$ cat config.mk
export PLATFORM = sky130hd
export DESIGN_NAME = dm_port_arbiter
export DESIGN_NICKNAME = d
export VERILOG_FILES = /design/src/rtl/dm_port_arbiter.sv
export SDC_FILE = /design/constraint.sdc
export NUM_CORES = 1
export LEC_CHECK = 0
export ABC_AREA = 1
export CAP_MARGIN = 20
export CORE_AREA = 2 2 156 158
export CTS_CLUSTER_DIAMETER = 60
export DETAILED_ROUTE_END_ITERATION = 8
export DIE_AREA = 0 0 158 160
export PLACE_DENSITY = 0.65
export SLEW_MARGIN = 0
export SYNTH_ARGS = -nofsm -noshare
export SYNTH_HDL_FRONTEND = slang
export SYNTH_SLANG_ARGS = --single-unit
$ cat constraint.sdc
create_clock -name clk -period 2.2 [get_ports clk]
set_clock_uncertainty 0.2 [all_clocks]
set_input_delay 0.33 -clock clk [delete_from_list [all_inputs] [get_ports clk]]
set_output_delay 0.33 -clock clk [all_outputs]
set_load 0.005 [all_outputs]
$ cat src/rtl/dm_port_arbiter.sv
// dm_port_arbiter
// Two-master arbiter in front of the single-ported data memory. Master 0 is the
// CPU MEM stage, master 1 is the loader/debug port. At most one access reaches
// the memory per cycle. Writes commit at the clock edge that ends the granted
// cycle. Reads return registered data in the next cycle. Out-of-range or
// misaligned accesses are still acknowledged, but the memory is not written and
// the master sees an error flag (plus zero read data for reads) one cycle later.
module dm_port_arbiter #(
  parameter int ARB_MODE   = 1,    // 0: round robin, 1: m0 priority with starvation guard
  parameter int MAX_WAIT   = 4,    // consecutive m0 grants tolerated while m1 waits (1..15)
  parameter int ADDR_WORDS = 1024  // memory depth in 32-bit words
) (
  input  logic        clk,
  input  logic        reset,

  input  logic        m0_req,
  input  logic        m0_we,
  input  logic [31:0] m0_addr,
  input  logic [31:0] m0_wdata,
  input  logic [31:0] m0_pc,
  output logic        m0_ack,
  output logic        m0_rvalid,
  output logic [31:0] m0_rdata,
  output logic        m0_err,

  input  logic        m1_req,
  input  logic        m1_we,
  input  logic [31:0] m1_addr,
  input  logic [31:0] m1_wdata,
  input  logic [31:0] m1_pc,
  output logic        m1_ack,
  output logic        m1_rvalid,
  output logic [31:0] m1_rdata,
  output logic        m1_err,

  output logic [31:0] dm_daddr,
  output logic [31:0] dm_din,
  output logic [31:0] dm_pc,
  output logic        dm_memwrite,
  input  logic [31:0] dm_dout,

  output logic        grant_id
);

  // Exclusive upper bound of the legal byte address range, one bit wider than
  // the address so that a 4 GiB memory would still compare correctly.
  localparam logic [32:0] ADDR_LIMIT_C = 33'(ADDR_WORDS) << 2;
  localparam logic [3:0]  MAX_WAIT_C   = 4'(MAX_WAIT);

  // Word-aligned and inside the memory.
  function automatic logic addr_legal(input logic [31:0] addr);
    return (addr[1:0] == 2'b00) && ({1'b0, addr} < ADDR_LIMIT_C);
  endfunction

  logic        last_grant_r;   // master granted most recently (1 = m1)
  logic [3:0]  wait_cnt_r;     // m0 grants in a row while m1 was waiting

  logic        grant_any_s;    // some master owns the memory this cycle
  logic        grant_m1_s;     // owner is m1 (meaningful only with grant_any_s)
  logic        sel_we_s;
  logic [31:0] sel_addr_s;

  logic        m0_legal_s;
  logic        m1_legal_s;
  logic        m0_rd_s;
  logic        m1_rd_s;

  logic        m0_rvalid_r;
  logic        m0_err_r;
  logic [31:0] m0_rdata_r;
  logic        m1_rvalid_r;
  logic        m1_err_r;
  logic [31:0] m1_rdata_r;

  // Arbitration: pick the winner for this cycle; nothing is granted in reset.
  always_comb begin
    grant_any_s = 1'b0;
    grant_m1_s  = 1'b0;
    if (reset) begin
      grant_any_s = 1'b0;
      grant_m1_s  = 1'b0;
    end else if (m0_req && m1_req) begin
      grant_any_s = 1'b1;
      if (ARB_MODE == 0) begin
        // Round robin: whoever did not win last time.
        grant_m1_s = ~last_grant_r;
      end else begin
        // m0 priority, unless m1 has already waited MAX_WAIT grants.
        grant_m1_s = (wait_cnt_r == MAX_WAIT_C);
      end
    end else if (m0_req) begin
      grant_any_s = 1'b1;
      grant_m1_s  = 1'b0;
    end else if (m1_req) begin
      grant_any_s = 1'b1;
      grant_m1_s  = 1'b1;
    end else begin
      grant_any_s = 1'b0;
      grant_m1_s  = 1'b0;
    end
  end

  // Memory-side mux: the owner's fields go to DM; m0 fields when idle.
  always_comb begin
    sel_we_s   = m0_we;
    sel_addr_s = m0_addr;
    dm_din     = m0_wdata;
    dm_pc      = m0_pc;
    if (grant_any_s && grant_m1_s) begin
      sel_we_s   = m1_we;
      sel_addr_s = m1_addr;
      dm_din     = m1_wdata;
      dm_pc      = m1_pc;
    end else begin
      sel_we_s   = m0_we;
      sel_addr_s = m0_addr;
      dm_din     = m0_wdata;
      dm_pc      = m0_pc;
    end
  end

  assign dm_daddr    = sel_addr_s;
  assign dm_memwrite = grant_any_s & sel_we_s & addr_legal(sel_addr_s);

  assign m0_ack   = grant_any_s & ~grant_m1_s;
  assign m1_ack   = grant_any_s &  grant_m1_s;
  assign grant_id = grant_m1_s;

  assign m0_legal_s = addr_legal(m0_addr);
  assign m1_legal_s = addr_legal(m1_addr);
  assign m0_rd_s    = m0_ack & ~m0_we;
  assign m1_rd_s    = m1_ack & ~m1_we;

  // Remember the last winner; idle cycles leave it untouched.
  always_ff @(posedge clk) begin
    if (reset) begin
      last_grant_r <= 1'b1;
    end else if (grant_any_s) begin
      last_grant_r <= grant_m1_s;
    end else begin
      last_grant_r <= last_grant_r;
    end
  end

  // Starvation guard: count m0 wins while m1 is waiting, saturating at MAX_WAIT.
  always_ff @(posedge clk) begin
    if (reset) begin
      wait_cnt_r <= 4'd0;
    end else if (m0_ack && m1_req) begin
      if (wait_cnt_r == MAX_WAIT_C) begin
        wait_cnt_r <= wait_cnt_r;
      end else begin
        wait_cnt_r <= wait_cnt_r + 4'd1;
      end
    end else if (m1_ack || !m1_req) begin
      wait_cnt_r <= 4'd0;
    end else begin
      wait_cnt_r <= wait_cnt_r;
    end
  end

  // m0 response: one-cycle rvalid/err pulses, rdata held between reads.
  always_ff @(posedge clk) begin
    if (reset) begin
      m0_rvalid_r <= 1'b0;
      m0_err_r    <= 1'b0;
      m0_rdata_r  <= 32'h0000_0000;
    end else begin
      m0_rvalid_r <= m0_rd_s;
      m0_err_r    <= m0_ack & ~m0_legal_s;
      if (m0_rd_s) begin
        m0_rdata_r <= m0_legal_s ? dm_dout : 32'h0000_0000;
      end else begin
        m0_rdata_r <= m0_rdata_r;
      end
    end
  end

  // m1 response: one-cycle rvalid/err pulses, rdata held between reads.
  always_ff @(posedge clk) begin
    if (reset) begin
      m1_rvalid_r <= 1'b0;
      m1_err_r    <= 1'b0;
      m1_rdata_r  <= 32'h0000_0000;
    end else begin
      m1_rvalid_r <= m1_rd_s;
      m1_err_r    <= m1_ack & ~m1_legal_s;
      if (m1_rd_s) begin
        m1_rdata_r <= m1_legal_s ? dm_dout : 32'h0000_0000;
      end else begin
        m1_rdata_r <= m1_rdata_r;
      end
    end
  end

  // A read acked in the cycle just before reset would otherwise surface while
  // reset is already high; masking the registered responses with reset keeps
  // every response quiet for the whole reset period.
  assign m0_rvalid = m0_rvalid_r & ~reset;
  assign m0_err    = m0_err_r    & ~reset;
  assign m0_rdata  = reset ? 32'h0000_0000 : m0_rdata_r;
  assign m1_rvalid = m1_rvalid_r & ~reset;
  assign m1_err    = m1_err_r    & ~reset;
  assign m1_rdata  = reset ? 32'h0000_0000 : m1_rdata_r;

endmodule

==> out/metrics.yaml <==
run_status:
  status: "finished with violations"
  violations: "setup timing"
synth:
  synthMostInstantiatedCell: "nand2_1"
  syn_area_sq_mm: 0.00462
  synth_seq_cells: 72
  synth_top_area_share_pct: 32.6
  syn_nets: 1062
  synth_common_cells: "nand2_1 (401), inv_1 (98), nor2_1 (95), dfxtp_1 (72), nand3_1 (50)"
  synth-simple-area-share_pct: 48.8
  muxShareOfSynthArea_pct: 0
  ys.flop_type: "dfxtp_1"
  synth-compound-area-share_pct: 4.65
  synth_cells: 830
  synthArstFlopShare_pct: 0
  synth_top_family_by_area: "simple AND/OR/NAND/NOR gates"
  yosysWarnings: 0
  synth_top_area_cell: "nand2_1"
  synthXorXnorAreaFrac_pct: 0.379
  synth_edf_count: 0
  yosysSeqAreaShare_pct: 31.2
  synthAdderAreaFrac_pct: 0.541
  synthTopCellsByArea: "nand2_1 (33%), dfxtp_1 (31%), inv_1 (8.0%)"
  yosysUniqueCellTypes: 29
  syn_area_per_cell_sq_um: 5.57
floorplanning:
  die_h_microns: 160
  io-pin-count: 398
  die_area_sq_mm: 0.0253
  core_area_sq_mm: 0.0238
  initial_utilization_pct: 19.4
  die_x_microns: 158
  rows: 57
route:
  vias: 6849
  vias_per_cell: 4.15
  drc_errors: 0
  drtAntennaViolNets: 0
  dr.pass1.iters: 5
  drt-wirelength-per-cell_microns: 16.3
  initialDrtViolationCount: 325
  drt_wl_total_microns: 26900
placement:
  hpwl_microns: 19900
  place_inst: 1578
  gp_congestion: 0.876
  portBuffers: 397
setup_path:
  cpMostUsedCell: "nor2_2"
  path_class: "reg2out"
  r2r-end: "m1_rdata_r[18]$_SDFFE_PP0P_"
  r2r_slack_ns: 0.05
  worst_setup_path_start_kind: "flip-flop"
  r2r_cells: 14
  r2r_start: "wait_cnt_r[0]$_SDFFE_PP0P_"
  crit_required_ns: 1.67
  cp.arrival_ns: 2.07
  cpPeakStageDelay_ns: 0.32
  path_max_fanout: 6
  cp_slowest_cell: "dfxtp_2"
  crit_path_end_kind: "output port"
  setup.worst_path.end: "dm_memwrite"
  crit_chain: "inv_2 > ha_4 > nand3_4 > nand2_4 > buf_8 > nand2_8 > buf_4 > o21ai_4 > nand2_2 > nor2_2 > nand2_1 > nor2_2 > buf_2"
  worstSetupStartpoint: "wait_cnt_r[0]$_SDFFE_PP0P_"
power:
  ir_worst_vdd_v: 0.000440
  power_leakage_nw: 4.89
  power_density_mw_per_mm2: 391
  power.total_mw: 4.30
cells_and_area:
  drive_gt1_share_pct: 30.8
  layout.cells.non_filler: 1652
  finalNetCount: 1553
  syn2layout_area_growth_pct: 138
timing:
  rsz0062_at_grt: "true"
  hold_slack_ns: 0.317
  hold_violations: 0
  finalSetupViolCount: 92
  maxSlewViolCount: 0
  fmax_mhz: 385
  fin_crit_sh_pct: 118
  worst_slack_ns: -0.400
  slew_headroom_pct: 73.6
  worst_pin_slew_ns: 0.396
  min_period_ns: 2.60
clock_tree:
  worstSkewPairLatency_ns: 0.32
  htree_levels: 3
  cts_made_buffers: 9
  clk_pin_slew_ns: 0.06
  clk_path_buf_depth: 2
  clockRootBuffer: "clkbuf_16"
  cts_tree: "yes"
  cts.sinks: 72
global_route:
  antenna_found_initial: 5
  grt_pass1_vias: 6785
  grt-ovfl-total: 0
  grt_pass1_wl_microns: 38200
  grt_max_degree: 69
  grt_usage_pct: 19.9
run:
  cap_violations: 0
worst_hold_path:
  min_path_type: "reg2reg"
final cells by class:
type	instances	area (sq um)
Fill cell	2507	12800
Timing Repair Buffer	525	5190
Multi-Input combinational cell	610	3210
Sequential cell	72	1440
Tap cell	324	405
Inverter	103	404
Clock buffer	10	239
Clock inverter	6	91.3
Antenna cell	2	5.00
critical path: cells and delay by family (launching register included):
| kind | cells | cell delay [ns] |
|---|---|---|
| AO/OA/AOI/OAI | 1 | 0.13 |
| adder cells (fa/ha/maj) | 1 | 0.14 |
| AND/OR/NAND/NOR | 7 | 0.64 |
| buffers and inverters | 4 | 0.49 |
| flip-flops | 1 | 0.32 |
power by group:
group / internal, mW / total, mW / switching, mW / leakage [nW]
clock network: 1.03 / 1.61 / 0.576 / 0.163
registers: 1.31 / 1.31 / 0.00185 / 0.581
logic: 0.817 / 1.38 / 0.562 / 4.15
total: 3.16 / 4.30 / 1.14 / 4.89
sequential cells by signal, summed over array words and instances (netlist names):
| signal | flops |
|---|---|
| wait_cnt_r | 4 |
| m0_rvalid_r | 1 |
| m1_rdata_r | 32 |
| m0_rdata_r | 32 |
| m0_err_r | 1 |
| m1_err_r | 1 |
| m1_rvalid_r | 1 |
kinds of logic after synthesis:
logic type,after synthesis
AO/OA/AOI/OAI,42
XOR/XNOR,2
adder cells (fa/ha/maj),2
buffers and inverters,150
flip-flops,72
AND/OR/NAND/NOR,562
through the flow:
stage                     utilization, %  worst slack [ns]  area, sq um  setup TNS (ns)
after CTS                           44.0            -0.364        10500          -16.85
final                               46.1            -0.400        11000          -21.11
after detailed placement            39.5            -0.801         9410          -80.21
after global placement              39.5            -0.756         9410          -74.31
after floorplan                        -             0.198         4620               0
after global routing                46.1            -0.493        11000          -29.31
placed cells by master (no fill, tap or decap), types with 2 or more instances in the layout:
| cell type | count |
|---|---|
| o21ai_2 | 3 |
| inv_4 | 2 |
| clkbuf_16 | 10 |
| clkdlybuf4s15_2 | 2 |
| inv_2 | 8 |
| o21ai_4 | 4 |
| diode_2 | 2 |
| clkbuf_2 | 8 |
| buf_6 | 52 |
| buf_16 | 8 |
| nor3_4 | 2 |
| clkinv_4 | 2 |
| dlygate4sd2_1 | 2 |
| nor4_1 | 5 |
| inv_1 | 92 |
| clkdlybuf4s50_1 | 298 |
| nor2_2 | 6 |
| bufinv_16 | 2 |
| buf_8 | 11 |
| dfxtp_1 | 70 |
| nand2_1 | 270 |
| buf_4 | 61 |
| nand3b_1 | 2 |
| nand2_4 | 42 |
| dfxtp_2 | 2 |
| nand2_2 | 91 |
| buf_2 | 63 |
| nand3_1 | 49 |
| nand2_8 | 3 |
| nor2_1 | 88 |
| o21ai_0 | 3 |
| buf_12 | 17 |
| o21ai_1 | 30 |
worst min-delay path by stage:
stage	endpoint	slack [ns]	depth (start not counted)	from
2_1_floorplan	wait_cnt_r[0]$_SDFFE_PP0P_	0.23	1	wait_cnt_r[0]$_SDFFE_PP0P_
3_3_place_gp	m0_rdata_r[18]$_SDFFE_PP0P_	0.30	4	m0_rdata_r[18]$_SDFFE_PP0P_
3_5_place_dp	m0_rdata_r[14]$_SDFFE_PP0P_	0.31	4	m0_rdata_r[14]$_SDFFE_PP0P_
4_1_cts	wait_cnt_r[0]$_SDFFE_PP0P_	0.32	2	wait_cnt_r[0]$_SDFFE_PP0P_
5_1_grt	wait_cnt_r[0]$_SDFFE_PP0P_	0.34	2	wait_cnt_r[0]$_SDFFE_PP0P_
6_report	m0_rdata_r[31]$_SDFFE_PP0P_	0.32	4	m0_rdata_r[31]$_SDFFE_PP0P_
metal layers:
layer | vias up | share of wire, % | GRT usage (%)
met4 | 4 | 2.9 | 6.27
met1 | 3065 | 39 | 22.7
met3 | 47 | 8.4 | 5.35
met5 | - | 0.089 | 0
met2 | 273 | 50 | 35.6
li1 | 3460 | - | -
what timing repair did:
| item | CTS | global route |
|---|---|---|
| setup endpoints to repair | 169 | 141 |
| hold buffers | 0 | 0 |
| setup buffers | 45 | 17 |
| gates resized for setup | 532 | 155 |
| pin swaps | 49 | 46 |
| cloned | 13 | 1 |
(Power assumes the default switching activity.)
